[config.mk]
export PLATFORM = sky130hd
export DESIGN_NAME = execid_arbiter_flat
export DESIGN_NICKNAME = d
export VERILOG_FILES = /design/src/rtl/execid_arbiter_if.sv /design/src/rtl/execid_arbiter.sv /design/src/flat_wrapper.sv
export SDC_FILE = /design/constraint.sdc
export NUM_CORES = 1
export LEC_CHECK = 0
export BUFFER_PORTS_ARGS = -buffer_cell sky130_fd_sc_hd__buf_2
export CORE_MARGIN = 5
export CORE_UTILIZATION = 50
export DETAILED_ROUTE_END_ITERATION = 16
export MAX_ROUTING_LAYER = met4
export PLACE_DENSITY = 0.92
export SLEW_MARGIN = 30
export SYNTH_ARGS = -nofsm -noshare
export SYNTH_HDL_FRONTEND = slang
export SYNTH_SLANG_ARGS = --single-unit
[constraint.sdc]
create_clock -name CLK -period 5.6 [get_ports CLK]
set_input_delay 0 -clock CLK [delete_from_list [all_inputs] [get_ports CLK]]
set_output_delay 0 -clock CLK [all_outputs]
set_load 0.02 [all_outputs]
[src/rtl/execid_arbiter_if.sv]
// Request/grant bundle for execid_arbiter: requesters drive REQ/ID/REL,
// the arbiter drives the registered grant and status outputs.
interface execid_arbiter_if #(
    parameter int N     = 4,
    parameter int WIDTH = 8
);
    localparam int IW = (N > 1) ? $clog2(N) : 1;

    logic [N-1:0]       REQ;
    logic [N*WIDTH-1:0] ID;
    logic [N-1:0]       REL;
    logic [N-1:0]       GNT;
    logic [IW-1:0]      GNT_IDX;
    logic               BUSY;
    logic               ERR;

    modport master (output REQ, ID, REL, input GNT, GNT_IDX, BUSY, ERR);
    modport slave  (input REQ, ID, REL, output GNT, GNT_IDX, BUSY, ERR);
endinterface

[src/rtl/execid_arbiter.sv]
// Oldest-execution-ID arbiter for one mutually-exclusive resource: registered
// one-hot grant, explicit release, optional hold-time watchdog, sticky ERR.
module execid_arbiter #(
    parameter int N        = 4,
    parameter int WIDTH    = 8,
    parameter int HOLD_MAX = 0
) (
    input  logic              CLK,
    input  logic              RST,
    execid_arbiter_if.slave   bus
);
    localparam int IW = (N > 1) ? $clog2(N) : 1;
    localparam int P  = 1 << IW;
    localparam int CW = (HOLD_MAX > 1) ? $clog2(HOLD_MAX) : 1;
    localparam logic [CW-1:0] CMAX = CW'((HOLD_MAX > 0) ? HOLD_MAX - 1 : 0);

    typedef enum logic {IDLE, HELD} state_t;

    state_t          state_q, state_d;
    logic [N-1:0]    gnt_q, gnt_d;
    logic [IW-1:0]   idx_q, idx_d;
    logic [CW-1:0]   cnt_q, cnt_d;
    logic            err_q, err_d;

    logic            holder_rel, timeout, arb, bad_rel;
    logic [N-1:0]    excl, cand;

    logic            win_v;
    logic [IW-1:0]   win_idx;

    // a is older than b when (a - b) mod 2^WIDTH has its top bit set
    function automatic logic older(input logic [WIDTH-1:0] a, input logic [WIDTH-1:0] b);
        logic [WIDTH-1:0] d;
        d = a - b;
        return d[WIDTH-1];
    endfunction

    assign holder_rel = (state_q == HELD) && |(bus.REL & gnt_q);
    // counter reads HOLD_MAX-1 during the last permitted cycle of a hold
    assign timeout    = (HOLD_MAX > 0) && (state_q == HELD) && (cnt_q == CMAX);
    assign arb        = (state_q == IDLE) || holder_rel || timeout;
    assign excl       = (holder_rel || timeout) ? gnt_q : '0;
    assign cand       = bus.REQ & ~excl;
    assign bad_rel    = (state_q == IDLE) ? |bus.REL : |(bus.REL & ~gnt_q);

    // Binary tournament over a power-of-two padded leaf set; left child holds
    // lower indices, so ties fall to the lowest index.
    logic [2*P-2:0]   t_v;
    logic [IW-1:0]    t_idx [2*P-1];
    logic [WIDTH-1:0] t_id  [2*P-1];
    logic [P-1:0]     cand_pad;
    logic [P*WIDTH-1:0] id_pad;

    always_comb begin
        cand_pad = '0;
        cand_pad[N-1:0] = cand;
        id_pad = '0;
        id_pad[N*WIDTH-1:0] = bus.ID;
        t_v = '0;
        for (int k = 0; k < 2*P-1; k++) begin
            t_idx[k] = '0;
            t_id[k]  = '0;
        end
        for (int i = 0; i < P; i++) begin
            t_v[P-1+i]   = cand_pad[i];
            t_idx[P-1+i] = IW'(i);
            t_id[P-1+i]  = id_pad[i*WIDTH +: WIDTH];
        end
        for (int n = P-2; n >= 0; n--) begin
            if (t_v[2*n+2] && (!t_v[2*n+1] || older(t_id[2*n+2], t_id[2*n+1]))) begin
                t_v[n]   = 1'b1;
                t_idx[n] = t_idx[2*n+2];
                t_id[n]  = t_id[2*n+2];
            end else begin
                t_v[n]   = t_v[2*n+1];
                t_idx[n] = t_idx[2*n+1];
                t_id[n]  = t_id[2*n+1];
            end
        end
        win_v   = t_v[0];
        win_idx = t_idx[0];
    end

    always_comb begin
        state_d = state_q;
        gnt_d   = gnt_q;
        idx_d   = idx_q;
        cnt_d   = (state_q == HELD) ? cnt_q + 1'b1 : cnt_q;
        // a release in the timeout cycle wins over the timeout
        err_d   = err_q | bad_rel | (timeout & ~holder_rel);
        if (arb) begin
            if (win_v) begin
                state_d = HELD;
                gnt_d   = '0;
                gnt_d[win_idx] = 1'b1;
                idx_d   = win_idx;
                cnt_d   = '0;
            end else begin
                state_d = IDLE;
                gnt_d   = '0;
                idx_d   = '0;
                cnt_d   = '0;
            end
        end
    end

    always_ff @(posedge CLK) begin
        if (RST) begin
            state_q <= IDLE;
            gnt_q   <= '0;
            idx_q   <= '0;
            cnt_q   <= '0;
            err_q   <= 1'b0;
        end else begin
            state_q <= state_d;
            gnt_q   <= gnt_d;
            idx_q   <= idx_d;
            cnt_q   <= cnt_d;
            err_q   <= err_d;
        end
    end

    assign bus.GNT     = gnt_q;
    assign bus.GNT_IDX = idx_q;
    assign bus.BUSY    = (state_q == HELD);
    assign bus.ERR     = err_q;
endmodule

[src/flat_wrapper.sv]
// flat-port wrapper written by rule: the top's interface ports become plain ports
module execid_arbiter_flat 
#(
    parameter int N        = 4,
    parameter int WIDTH    = 8,
    parameter int HOLD_MAX = 0
)
  (CLK, RST, bus_REQ, bus_ID, bus_REL, bus_GNT, bus_GNT_IDX, bus_BUSY, bus_ERR);
  execid_arbiter_if #(.N(N), .WIDTH(WIDTH)) bus_i ();
  input  logic CLK;
  input  logic RST;
  input wire logic [$bits(bus_i.REQ)-1:0] bus_REQ;
  input wire logic [$bits(bus_i.ID)-1:0] bus_ID;
  input wire logic [$bits(bus_i.REL)-1:0] bus_REL;
  output wire logic [$bits(bus_i.GNT)-1:0] bus_GNT;
  output wire logic [$bits(bus_i.GNT_IDX)-1:0] bus_GNT_IDX;
  output wire logic [$bits(bus_i.BUSY)-1:0] bus_BUSY;
  output wire logic [$bits(bus_i.ERR)-1:0] bus_ERR;
  assign bus_i.REQ = bus_REQ;
  assign bus_i.ID = bus_ID;
  assign bus_i.REL = bus_REL;
  assign bus_GNT = bus_i.GNT;
  assign bus_GNT_IDX = bus_i.GNT_IDX;
  assign bus_BUSY = bus_i.BUSY;
  assign bus_ERR = bus_i.ERR;
  execid_arbiter #(.N(N), .WIDTH(WIDTH), .HOLD_MAX(HOLD_MAX)) u_core (.CLK(CLK), .RST(RST), .bus(bus_i));
endmodule
==> results of run 1 <==
-- cell families (layout without fill, tap and decap cells) --
family                     after synthesis  after routing  synth area share [%]
muxes                                   10             10                  9.89
buffers and inverters                   19             71                  6.48
AOI/OAI and AO/OA                       45             45                  30.7
xor gates and xnor gates                 6              6                  4.77
DFF                                      8              8                  14.5
adders and majority gates               18             18                  20.5
and+or+nand+nor                         32             32                  13.2
-- cell usage in the layout, fill, tap and decap left out, drive strengths merged, types with 2 or more instances in the layout --
cell,count
buf,49
inv,18
ha,18
a21oi,16
nor2,11
nand2,10
dfxtp,8
o21ai,8
mux2,7
a21o,4
xnor2,4
a22o,3
nor2b,3
mux2i,3
clkbuf,3
nand2b,2
a31oi,2
nand4,2
xor2,2
nor3,2
o21bai,2
a2111oi,2
-- worst max-delay path: stages (launching register included) --
cell and delay [ns]:
sky130_fd_sc_hd__dfxtp_1 0.35, sky130_fd_sc_hd__a22o_1 0.24, sky130_fd_sc_hd__a221oi_4 0.27, sky130_fd_sc_hd__o21ai_1 0.19, sky130_fd_sc_hd__a21oi_2 0.50, sky130_fd_sc_hd__nor2_1 0.11
sky130_fd_sc_hd__a21oi_1 0.15, sky130_fd_sc_hd__ha_1 0.26, sky130_fd_sc_hd__a21o_1 0.16, sky130_fd_sc_hd__a21oi_1 0.14, sky130_fd_sc_hd__nor2b_1 0.08, sky130_fd_sc_hd__a2111oi_0 0.45
sky130_fd_sc_hd__a31oi_1 0.16, sky130_fd_sc_hd__xnor2_1 0.20, sky130_fd_sc_hd__a2111oi_2 0.46, sky130_fd_sc_hd__a221o_1 0.18
-- power breakdown --
part	leakage [nW]	internal, mW	switching [mW]	total, mW
registers	0.0661	0.0653	0.00946	0.0747
clock network	0.0138	0.0246	0.0205	0.0450
logic	0.657	0.0688	0.0813	0.150
-- worst max path at each step --
stage	end	slack, ns	start
after floorplan	u_core.bus.GNT_IDX[0]$_SDFFE_PP0P_	1.97	u_core.bus.GNT[1]$_SDFFE_PP0P_
after global placement	u_core.bus.GNT_IDX[0]$_SDFFE_PP0P_	1.91	bus_ID[18]
after detailed placement	u_core.bus.GNT_IDX[0]$_SDFFE_PP0P_	1.71	u_core.bus.GNT[0]$_SDFFE_PP0P_
after CTS	u_core.bus.GNT_IDX[0]$_SDFFE_PP0P_	1.69	u_core.bus.GNT[0]$_SDFFE_PP0P_
after global routing	u_core.bus.GNT_IDX[0]$_SDFFE_PP0P_	1.33	u_core.bus.GNT[1]$_SDFFE_PP0P_
final	u_core.bus.GNT_IDX[0]$_SDFFE_PP0P_	1.63	u_core.bus.GNT[0]$_SDFFE_PP0P_
-- state kept, by name, indices dropped and copies added (netlist names) --
register            cells
u_core.bus.BUSY         1
u_core.bus.GNT_IDX      2
u_core.bus.GNT          4
u_core.bus.ERR          1
-- metrics by stage --
step                      setup WS, ns  util [%]  hold slack [ns]  cells  area [µm²]
after floorplan                   1.97         -           0.0724    138        1100
after global placement            1.91      64.1            0.216    214        1380
after detailed placement          1.71      64.1            0.219    214        1380
after CTS                         1.69      65.6            0.148    218        1410
after global routing              1.33      65.6            0.208    218        1410
final                             1.63      65.6            0.156    218        1410
-- layer usage --
layer | routed length, µm | share of wire (%) | track usage, %
met5 | 0 | 0 | -
met4 | 81 | 2.8 | 9.60
met3 | 222 | 7.6 | 4.14
met2 | 1460 | 50 | 34.3
met1 | 1150 | 39 | 18.3
-- synth_stat cells, types with 2 or more instances --
master                     instances  area, µm²
sky130_fd_sc_hd__ha_1             18        225
sky130_fd_sc_hd__inv_1            18       67.6
sky130_fd_sc_hd__a21oi_1          15       75.1
sky130_fd_sc_hd__nor2_1           11       41.3
sky130_fd_sc_hd__nand2_1          10       37.5
sky130_fd_sc_hd__dfxtp_1           8        160
sky130_fd_sc_hd__mux2_2            6       67.6
sky130_fd_sc_hd__o21ai_0           5       25.0
sky130_fd_sc_hd__a21o_1            4       30.0
sky130_fd_sc_hd__xnor2_1           4       35.0
sky130_fd_sc_hd__a22o_1            3       26.3
sky130_fd_sc_hd__mux2i_1           3       30.0
sky130_fd_sc_hd__nor2b_1           3       18.8
sky130_fd_sc_hd__a31oi_1           2       12.5
sky130_fd_sc_hd__nand2b_1          2       12.5
sky130_fd_sc_hd__nand4_1           2       12.5
sky130_fd_sc_hd__nor3_1            2       10.0
sky130_fd_sc_hd__o21ai_1           2       10.0
sky130_fd_sc_hd__xor2_1            2       17.5
-- cell type report --
class	count	share of cell area, %
Inverter	18	4.79
Sequential cell	8	11.4
Timing Repair Buffer	50	18.1
Clock buffer	3	1.60
Tap cell	28	2.48
Multi-Input combinational cell	111	61.7
==> implementation parameters, run 1 <==
Parameter                              Value

Outcome
  Run status    finished clean

Clock tree
  Setup bufs post-CTS    0
  Clk Latency, worst-skew pair    0.26 ns
  Clock-pin slew reported for the worst setup and hold paths after clock tree synthesis    around 0.060 ns
  Hold Buf Count CTS    1
  Sinks on the clock net    8
  Quantity of gates resized following cts    0
  TritonCTS clock tree    yes
  Maximum level of the CTS H-tree    1
  CTS buffer count    3
  Clock root cell    sky130_fd_sc_hd__clkbuf_4
  Maximum number of buffers from clock root to sink    2

Critical path
  Sort of element at the end of the critical path    flip-flop
  Max FO, Critical Path    16
  Setup slack of the most critical reg-to-reg path    1.63 ns
  Depth of the worst register-to-register path    15
  Reg-to-reg endpoint    u_core.bus.GNT_IDX[0]$_SDFFE_PP0P_
  Data arrival time of the worst path    4.17 ns
  Setup crit start kind    flip-flop
  Origin of the critical flop-to-flop path    u_core.bus.GNT[0]$_SDFFE_PP0P_
  Critical path class    flip-flop to flip-flop
  Critical path data required time    around 5.8 ns

Floorplanning
  Starting density of the core    51.3%
  Number of primary I/O pins    50
  Die Outline Area    roughly 0.0032 mm²
  Placeable core region    0.00215 mm²
  Std cell rows    17
  Horizontal extent of the die    56.9 µm
  Height of the die    56.9 µm

Yosys
  Post-synthesis instance area    0.00110 mm²
  Share of flip-flops with an asynchronous set or reset after synthesis    0%
  Synth Net Count    198
  Number of enable flip-flop cells after synthesis    0
  Count of warnings emitted by yosys    0
  Post-synth top flop    sky130_fd_sc_hd__dfxtp_1
  Distinct cells, synth    37
  Syn avg cell area    7.98 µm²
  Number of standard cells after synthesis    138
  Number of synthesized register bits    8
  Share of synthesized area occupied by flip-flops and latches    14.5%

Routing
  Number of iterations in the first detailed-routing pass    4
  Wirelength, routed    2910 µm
  Via density per instance    approximately 5.5
  Final ANT Viol Nets    0
  Via count of the routed design    about 1.2k
  Detailed Route Iter0 Violations    24
  Routed WL per cell    ~13 µm
  Post-route DRC violation count    0

Timing
  Slew headroom    59.7%
  Clock Skews    around 0.0033 ns
  RSZ-0062 raised after global routing    no
  Final Hold Viols    0
  Part of the cycle the worst path needs    70.8%
  Achievable frequency    between 200 and 300 MHz
  Endpoints failing setup    0
  Setup_tns    0 ns
  Measured slew at the worst slew-check pin    0.605 ns
  Final Critical Period    approximately 4 ns
  Count of pins over their slew limit    0

Placement
  Port Buf Inserts    49
  Weighted congestion at the end of routability-driven global placement    0.850
  Half-perimeter wire length after detailed placement    2620 µm

Final layout
  Antenna Diode Count    0
  Area used by sequential logic in the layout    160 µm²
  Signed area change from the synthesized netlist to the final layout    28.1%
  Proportion of layout cells with a drive suffix above 1    around a third
  Total area of multi-input combinational cells    870 µm²
  # nets final    252
  Filler Cell Count    200

Global routing
  Maximum number of pins on one net before global-route repair    17
  Global-route wire length before repair    4800 µm
  Overall fraction of global-route tracks in use    18.8%
  Vias in the first global route    1,233
  Initial antenna violation count    0
  Final global-route overflow total    0

Min path
  Hold-critical path endpoint    u_core.bus.ERR$_SDFF_PP0_
  Worst hold path class    primary input to flip-flop
  Launch instance of the worst min-delay path    bus_REL[0]
  Hold-critical path depth    5

Power
  Total leakage power    0.737 nW
  Highest ir drop seen on vdd    0.000104 V
  Power density relative to cell area    191 mW/mm²
  Power Total    0.270 mW

Flow run
  Number of max-cap violations    0
Power figures use the tool's default switching activity.
==> inputs of run 2 (changes only) <==
- CORE_UTILIZATION: 50 -> 42
- PLACE_DENSITY: 0.92 -> 0.84
- clock period: 5.6 -> 3.3 ns (I/O delays scaled with it)
==> implementation parameters, run 2 (same netlist as run 1, synthesis figures left out) <==
Parameter                              Value

Floorplanning
  Starting density of the core    44.0% (was 51.3%)
  Die Outline Area    0.00375 mm² (was 0.00324 mm²)
  Std cell rows    18 (was 17)
  Height of the die    61.2 µm (was 56.9 µm)
  Number of primary I/O pins    50 (unchanged)
  Horizontal extent of the die    61.2 µm (was 56.9 µm)
  Placeable core region    0.00250 mm² (was 0.00215 mm²)

Final layout
  Antenna Diode Count    0 (unchanged)
  Proportion of layout cells with a drive suffix above 1    45.8% (was 33.7%)
  Filler Cell Count    233 (was 200)
  Signed area change from the synthesized netlist to the final layout    52.2% (was 28.1%)
  Commonest cells after routing, fill and taps aside    sky130_fd_sc_hd__buf_2 (49), sky130_fd_sc_hd__buf_4 (20), sky130_fd_sc_hd__inv_1 (18), sky130_fd_sc_hd__ha_1 (17), sky130_fd_sc_hd__a21oi_1 (13) (was sky130_fd_sc_hd__buf_2 (49), sky130_fd_sc_hd__inv_1 (18), sky130_fd_sc_hd__ha_1 (18), sky130_fd_sc_hd__a21oi_1 (15), sky130_fd_sc_hd__nor2_1 (11))
  Most common cell after layout, fill and taps aside    sky130_fd_sc_hd__buf_2 (unchanged)
  # nets final    273 (was 252)
  Flip-flop count of the largest register after layout    4 (unchanged)

Clock tree
  CTS buffer count    3 (unchanged)
  Clock-pin slew reported for the worst setup and hold paths after clock tree synthesis    0.05 ns (was 0.06 ns)
  Maximum number of buffers from clock root to sink    2 (unchanged)
  Clock root cell    sky130_fd_sc_hd__clkbuf_4 (unchanged)
  Maximum level of the CTS H-tree    1 (unchanged)
  TritonCTS clock tree    yes (unchanged)
  Clk Latency, worst-skew pair    0.25 ns (was 0.26 ns)
  Sinks on the clock net    8 (unchanged)

Timing
  Count of pins over their slew limit    0 (unchanged)
  Measured slew at the worst slew-check pin    0.384 ns (was 0.605 ns)
  Setup_tns    -0.290 ns (was 0 ns)
  Endpoints failing setup    5 (was 0)
  Post-layout worst setup margin    -0.117 ns (was 1.63 ns)
  Worst hold slack    0.127 ns (was 0.156 ns)
  Clock Skews    0.00287 ns (was 0.00331 ns)
  RSZ-0062 raised after global routing    yes (was no)
  Part of the cycle the worst path needs    104% (was 70.8%)
  Achievable frequency    293 MHz (was 252 MHz)
  Final Hold Viols    0 (unchanged)
  Slew headroom    74.3% (was 59.7%)
  Final Critical Period    3.42 ns (was 3.97 ns)

Critical path
  Critical path class    flip-flop to flip-flop (unchanged)
  Max FO, Critical Path    7 (was 16)
  Data arrival time of the worst path    3.55 ns (was 4.17 ns)
  Origin of the critical flop-to-flop path    u_core.bus.GNT[1]$_SDFFE_PP0P_ (was u_core.bus.GNT[0]$_SDFFE_PP0P_)
  Critical path data required time    3.44 ns (was 5.80 ns)
  Critical path origin    u_core.bus.GNT[1]$_SDFFE_PP0P_ (was u_core.bus.GNT[0]$_SDFFE_PP0P_)
  Sort of element at the end of the critical path    flip-flop (unchanged)
  Setup crit start kind    flip-flop (unchanged)

Global routing
  Final global-route overflow total    0 (unchanged)
  Overall fraction of global-route tracks in use    17.8% (was 18.8%)
  Initial antenna violation count    0 (unchanged)
  Global-route wire length before repair    4970 µm (was 4800 µm)
  Maximum number of pins on one net before global-route repair    9 (was 17)
  Vias in the first global route    1,213 (was 1,233)

Flow run
  Number of max-cap violations    0 (unchanged)

Outcome
  Violations in the final reports    setup timing
  Run status    finished, violations left (was finished clean)

Power
  Total leakage power    0.867 nW (was 0.737 nW)
  Power density relative to cell area    326 mW/mm² (was 191 mW/mm²)
  Highest ir drop seen on vdd    0.000325 V (was 0.000104 V)

Placement
  Weighted congestion at the end of routability-driven global placement    0.836 (was 0.850)
  Half-perimeter wire length after detailed placement    2730 µm (was 2620 µm)
  Setup slack after placement    -0.204 ns (was 1.71 ns)
  Port Buf Inserts    49 (unchanged)

Min path
  Launch instance of the worst min-delay path    bus_REQ[1] (was bus_REL[0])
  Worst hold path class    primary input to flip-flop (unchanged)

Routing
  Post-route DRC violation count    0 (unchanged)
  Number of iterations in the first detailed-routing pass    4 (unchanged)
  Final ANT Viol Nets    0 (unchanged)
  Via count of the routed design    1,246 (was 1,205)
  Detailed Route Iter0 Violations    38 (was 24)
  Wirelength, routed    3240 µm (was 2910 µm)
  Routed WL per cell    13.4 µm (about the same)
  Via density per instance    5.15 (was 5.53)
## run 2: cell types whose count changed in the layout (fill, tap and decap cells not counted), moves of 2 or more
cell,before,now
sky130_fd_sc_hd__buf_4,0,20
sky130_fd_sc_hd__mux2_2,6,3
sky130_fd_sc_hd__mux2_4,0,3
sky130_fd_sc_hd__a21oi_1,15,13
sky130_fd_sc_hd__dfxtp_1,8,6
sky130_fd_sc_hd__o21ai_0,5,3
sky130_fd_sc_hd__o21ai_2,1,3
## run 2: final timing paths
path	endpoint	slack [ns]	cells past startpoint
worst max register to register	u_core.bus.GNT_IDX[0]$_SDFFE_PP0P_	-0.12	14
worst min-delay path	u_core.bus.BUSY$_SDFFE_PP0P_	0.13	3
worst max-delay path	u_core.bus.GNT_IDX[0]$_SDFFE_PP0P_	-0.12	14
worst min register to register	u_core.bus.GNT_IDX[1]$_SDFFE_PP0P_	0.47	1
## run 2: metal layers
| metal | track usage [%] | routed length (µm) | vias to the layer above |
|---|---|---|---|
| met1 | 20.4 | 1320 | 546 |
| li1 | - | - | 651 |
| met4 | 3.72 | 20 | 0 |
| met3 | 1.89 | 253 | 2 |
| met5 | - | 0 | - |
| met2 | 32.9 | 1650 | 47 |
## run 2: worst max-delay path, stage by stage (launching register included)
cell,delay [ns]
sky130_fd_sc_hd__dfxtp_4,0.34
sky130_fd_sc_hd__a22o_1,0.25
sky130_fd_sc_hd__a221oi_4,0.27
sky130_fd_sc_hd__o21ai_2,0.12
sky130_fd_sc_hd__o21bai_4,0.27
sky130_fd_sc_hd__mux2_4,0.34
sky130_fd_sc_hd__ha_4,0.21
sky130_fd_sc_hd__a21o_1,0.16
sky130_fd_sc_hd__a21oi_2,0.12
sky130_fd_sc_hd__nor2b_2,0.06
sky130_fd_sc_hd__a2111oi_2,0.22
sky130_fd_sc_hd__a31oi_1,0.19
sky130_fd_sc_hd__xnor2_2,0.22
sky130_fd_sc_hd__o21ba_4,0.23
sky130_fd_sc_hd__a221o_1,0.28
## run 2: cell type report
type	count	area, µm²	area share (%)
Tap cell	30	37.5	2.24
Sequential cell	8	165	9.86
Clock buffer	4	26.3	1.57
Multi-Input combinational cell	111	962	57.4
Inverter	18	67.6	4.03
Timing Repair Buffer	71	417	24.9
## run 2: what timing repair did
item | in CTS | in global routing
gates cloned | 0 | 0
pin swaps | 1 | 4
gates resized for setup | 2 | 12
hold buffers | 1 | 0
setup endpoints to repair | 6 | 6
buffers inserted | 1 | 0
endpoints found under the hold margin | 2 | 0
## run 2: metrics by stage
stage	total power [mW]	instance area, µm²	utilization, %	cells
after global routing	0.588	1680	67.0	242
after detailed placement	0.432	1570	62.8	236
after global placement	0.423	1570	62.8	236
after CTS	0.516	1620	64.8	242
final	0.547	1680	67.0	242
after floorplan	0.317	1150	-	138
## run 2: power by group
group | switching (mW) | total [mW] | internal [mW]
sequential | 0.0114 | 0.123 | 0.112
combinational | 0.176 | 0.347 | 0.171
clock | 0.0310 | 0.0771 | 0.0461
total | 0.218 | 0.547 | 0.329
==> inputs of run 3 (changes only) <==
- CORE_ASPECT_RATIO: default -> 2
- clock period: 3.3 -> 2.95 ns (I/O delays scaled with it)
==> implementation parameters, run 3 (same netlist as run 1, synthesis figures left out) <==
Parameter                              Value

Timing
  Setup_tns    -3.00 ns (was -0.290 ns)
  Final Critical Period    3.52 ns (was 3.42 ns)
  Final Hold Viols    0 (unchanged)
  Count of pins over their slew limit    0 (unchanged)
  Part of the cycle the worst path needs    119% (was 104%)
  Slew headroom    73.2% (was 74.3%)
  Clock Skews    0.0103 ns (was 0.00287 ns)
  Measured slew at the worst slew-check pin    0.401 ns (was 0.384 ns)
  Endpoints failing setup    6 (was 5)
  Post-layout worst setup margin    -0.567 ns (was -0.117 ns)
  Worst hold slack    0.127 ns (about the same)
  RSZ-0062 raised after global routing    yes (unchanged)
  Achievable frequency    284 MHz (was 293 MHz)

Clock tree
  TritonCTS clock tree    yes (unchanged)
  Clk Latency, worst-skew pair    0.23 ns (was 0.25 ns)
  Maximum level of the CTS H-tree    1 (unchanged)
  Sinks on the clock net    8 (unchanged)
  Maximum number of buffers from clock root to sink    2 (unchanged)
  Clock-pin slew reported for the worst setup and hold paths after clock tree synthesis    0.05 ns (about the same)
  CTS buffer count    3 (unchanged)
  Clock root cell    sky130_fd_sc_hd__clkbuf_8 (was sky130_fd_sc_hd__clkbuf_4)

Power
  P_int    0.452 mW (was 0.329 mW)
  Share of total power in sequential cells    18.6% (was 22.5%)
  Power Total    0.735 mW (was 0.547 mW)
  Clock power share    19.2% (was 14.1%)
  Net switching power of the design    0.283 mW (was 0.218 mW)
  Switching portion of total power    38.5% (was 39.9%)
  Power density relative to cell area    388 mW/mm² (was 326 mW/mm²)
  Total leakage power    0.980 nW (was 0.867 nW)
  Combinational cell fraction of total power    62.2% (was 63.4%)
  Highest ir drop seen on vdd    0.000208 V (was 0.000325 V)

Final layout
  Flip-flop count of the largest register after layout    4 (unchanged)
  Commonest cells after routing, fill and taps aside    sky130_fd_sc_hd__buf_2 (49), sky130_fd_sc_hd__buf_4 (42), sky130_fd_sc_hd__inv_1 (18), sky130_fd_sc_hd__ha_1 (17), sky130_fd_sc_hd__a21oi_1 (12) (was sky130_fd_sc_hd__buf_2 (49), sky130_fd_sc_hd__buf_4 (20), sky130_fd_sc_hd__inv_1 (18), sky130_fd_sc_hd__ha_1 (17), sky130_fd_sc_hd__a21oi_1 (13))
  # nets final    295 (was 273)
  Signed area change from the synthesized netlist to the final layout    71.9% (was 52.2%)
  Antenna Diode Count    0 (unchanged)
  Number of cells in the finished layout apart from fillers    262 (was 242)
  Fraction of the core area covered by cells at the end of the flow    74.6% (was 67.0%)
  Most common cell after layout, fill and taps aside    sky130_fd_sc_hd__buf_2 (unchanged)
  Proportion of layout cells with a drive suffix above 1    52.1% (was 45.8%)
  Cell area after layout    0.00189 mm² (was 0.00168 mm²)

Flow run
  Number of max-cap violations    0 (unchanged)

Routing
  Post-route DRC violation count    0 (unchanged)
  Number of iterations in the first detailed-routing pass    5 (was 4)
  Via density per instance    5.47 (was 5.15)
  Via count of the routed design    1,432 (was 1,246)
  Routed WL per cell    14.8 µm (was 13.4 µm)
  Detailed Route Iter0 Violations    52 (was 38)
  Wirelength, routed    3870 µm (was 3240 µm)
  Final ANT Viol Nets    0 (unchanged)

Min path
  Hold-critical path depth    3 (unchanged)
  Worst hold path class    primary input to flip-flop (unchanged)

Outcome
  Violations in the final reports    setup timing (unchanged)
  Run status    finished, violations left (unchanged)

Critical path
  Depth of the worst register-to-register path    15 (was 14)
  Sort of element at the end of the critical path    flip-flop (unchanged)
  Setup slack of the most critical reg-to-reg path    -0.57 ns (was -0.12 ns)
  Max FO, Critical Path    6 (was 7)
  Reg-to-reg endpoint    u_core.bus.GNT_IDX[0]$_SDFFE_PP0P_ (unchanged)
  Origin of the critical flop-to-flop path    u_core.bus.GNT[1]$_SDFFE_PP0P_ (unchanged)
  Critical path origin    u_core.bus.GNT[1]$_SDFFE_PP0P_ (unchanged)
  Critical path class    flip-flop to flip-flop (unchanged)
  Critical path data required time    3.06 ns (was 3.44 ns)
  Setup crit start kind    flip-flop (unchanged)
  Worst setup path endpoint    u_core.bus.GNT_IDX[0]$_SDFFE_PP0P_ (unchanged)
  Data arrival time of the worst path    3.63 ns (was 3.55 ns)

Global routing
  Maximum number of pins on one net before global-route repair    7 (was 9)
  Final global-route overflow total    0 (unchanged)
  Overall fraction of global-route tracks in use    22.6% (was 17.8%)
  Vias in the first global route    1,496 (was 1,213)
  Initial antenna violation count    0 (unchanged)
  Global-route wire length before repair    6200 µm (was 4970 µm)

Placement
  Setup slack after placement    -0.577 ns (was -0.204 ns)
  Post-DP Area    0.00170 mm² (was 0.00157 mm²)
  Half-perimeter wire length after detailed placement    3160 µm (was 2730 µm)
  Port Buf Inserts    49 (unchanged)
  Dpl cells    252 (was 236)
  Weighted congestion at the end of routability-driven global placement    0.862 (was 0.836)

Floorplanning
  Placeable core region    0.00254 mm² (was 0.00250 mm²)
  Starting density of the core    43.4% (was 44.0%)
  Horizontal extent of the die    46.2 µm (was 61.2 µm)
  Die Outline Area    0.00381 mm² (was 0.00375 mm²)
  Number of primary I/O pins    50 (unchanged)
  Std cell rows    26 (was 18)
  Height of the die    82.4 µm (was 61.2 µm)
## run 3: layer usage
metal / track usage (%) / vias up / routed length, µm
met4: 11.7 / 0 / 199
met2: 45.6 / 61 / 2260
met1: 18.5 / 660 / 1160
met5: - / - / 0
met3: 1.74 / 19 / 241
li1: - / 692 / -
## run 3: timing repair
| action | 4_1_cts | 5_1_grt |
|---|---|---|
| resized for setup | 8 | 10 |
| hold buffers | 1 | 0 |
| endpoints found under the hold margin | 2 | 0 |
| buffers inserted | 4 | 1 |
| endpoints found under the setup margin | 6 | 6 |
| pin swaps | 7 | 6 |
## run 3: worst min-delay path by stage
stage / startpoint / to / slack, ns
after floorplan: RST / u_core.bus.ERR$_SDFF_PP0_ / 0.07
after global placement: RST / u_core.bus.ERR$_SDFF_PP0_ / 0.22
after detailed placement: RST / u_core.bus.BUSY$_SDFFE_PP0P_ / 0.22
after CTS: bus_REQ[1] / u_core.bus.BUSY$_SDFFE_PP0P_ / 0.13
after global routing: bus_REQ[1] / u_core.bus.BUSY$_SDFFE_PP0P_ / 0.17
final: bus_REQ[1] / u_core.bus.BUSY$_SDFFE_PP0P_ / 0.13
## run 3: power groups by stage
stage / logic (mW) / clock network (mW) / registers (mW)
CTS: 0.421 / 0.140 / 0.136
floorplan: 0.194 / 0 / 0.160
global placement: 0.353 / 0 / 0.138
finish: 0.457 / 0.141 / 0.137
detailed placement: 0.367 / 0 / 0.139
global route: 0.495 / 0.151 / 0.138
## run 3: worst max-delay path: stages, from the launching register on
cell	delay (ns)
sky130_fd_sc_hd__dfxtp_4	0.34
sky130_fd_sc_hd__a22o_1	0.23
sky130_fd_sc_hd__a221oi_4	0.26
sky130_fd_sc_hd__buf_4	0.18
sky130_fd_sc_hd__o21ai_2	0.05
sky130_fd_sc_hd__o21bai_4	0.21
sky130_fd_sc_hd__mux2_4	0.33
sky130_fd_sc_hd__ha_4	0.22
sky130_fd_sc_hd__a21o_1	0.16
sky130_fd_sc_hd__a21oi_2	0.13
sky130_fd_sc_hd__nor2b_2	0.07
sky130_fd_sc_hd__a2111oi_4	0.31
sky130_fd_sc_hd__a31oi_2	0.15
sky130_fd_sc_hd__xnor2_2	0.20
sky130_fd_sc_hd__o21ba_4	0.25
sky130_fd_sc_hd__a221o_1	0.29
## run 3: area by class of cell
| class | instances | area, µm² |
|---|---|---|
| Fill cell | 178 | 644 |
| Clock buffer | 4 | 45.0 |
| Timing Repair Buffer | 93 | 582 |
| Tap cell | 28 | 35.0 |
| Multi-Input combinational cell | 111 | 998 |
| Inverter | 18 | 67.6 |
| Sequential cell | 8 | 165 |
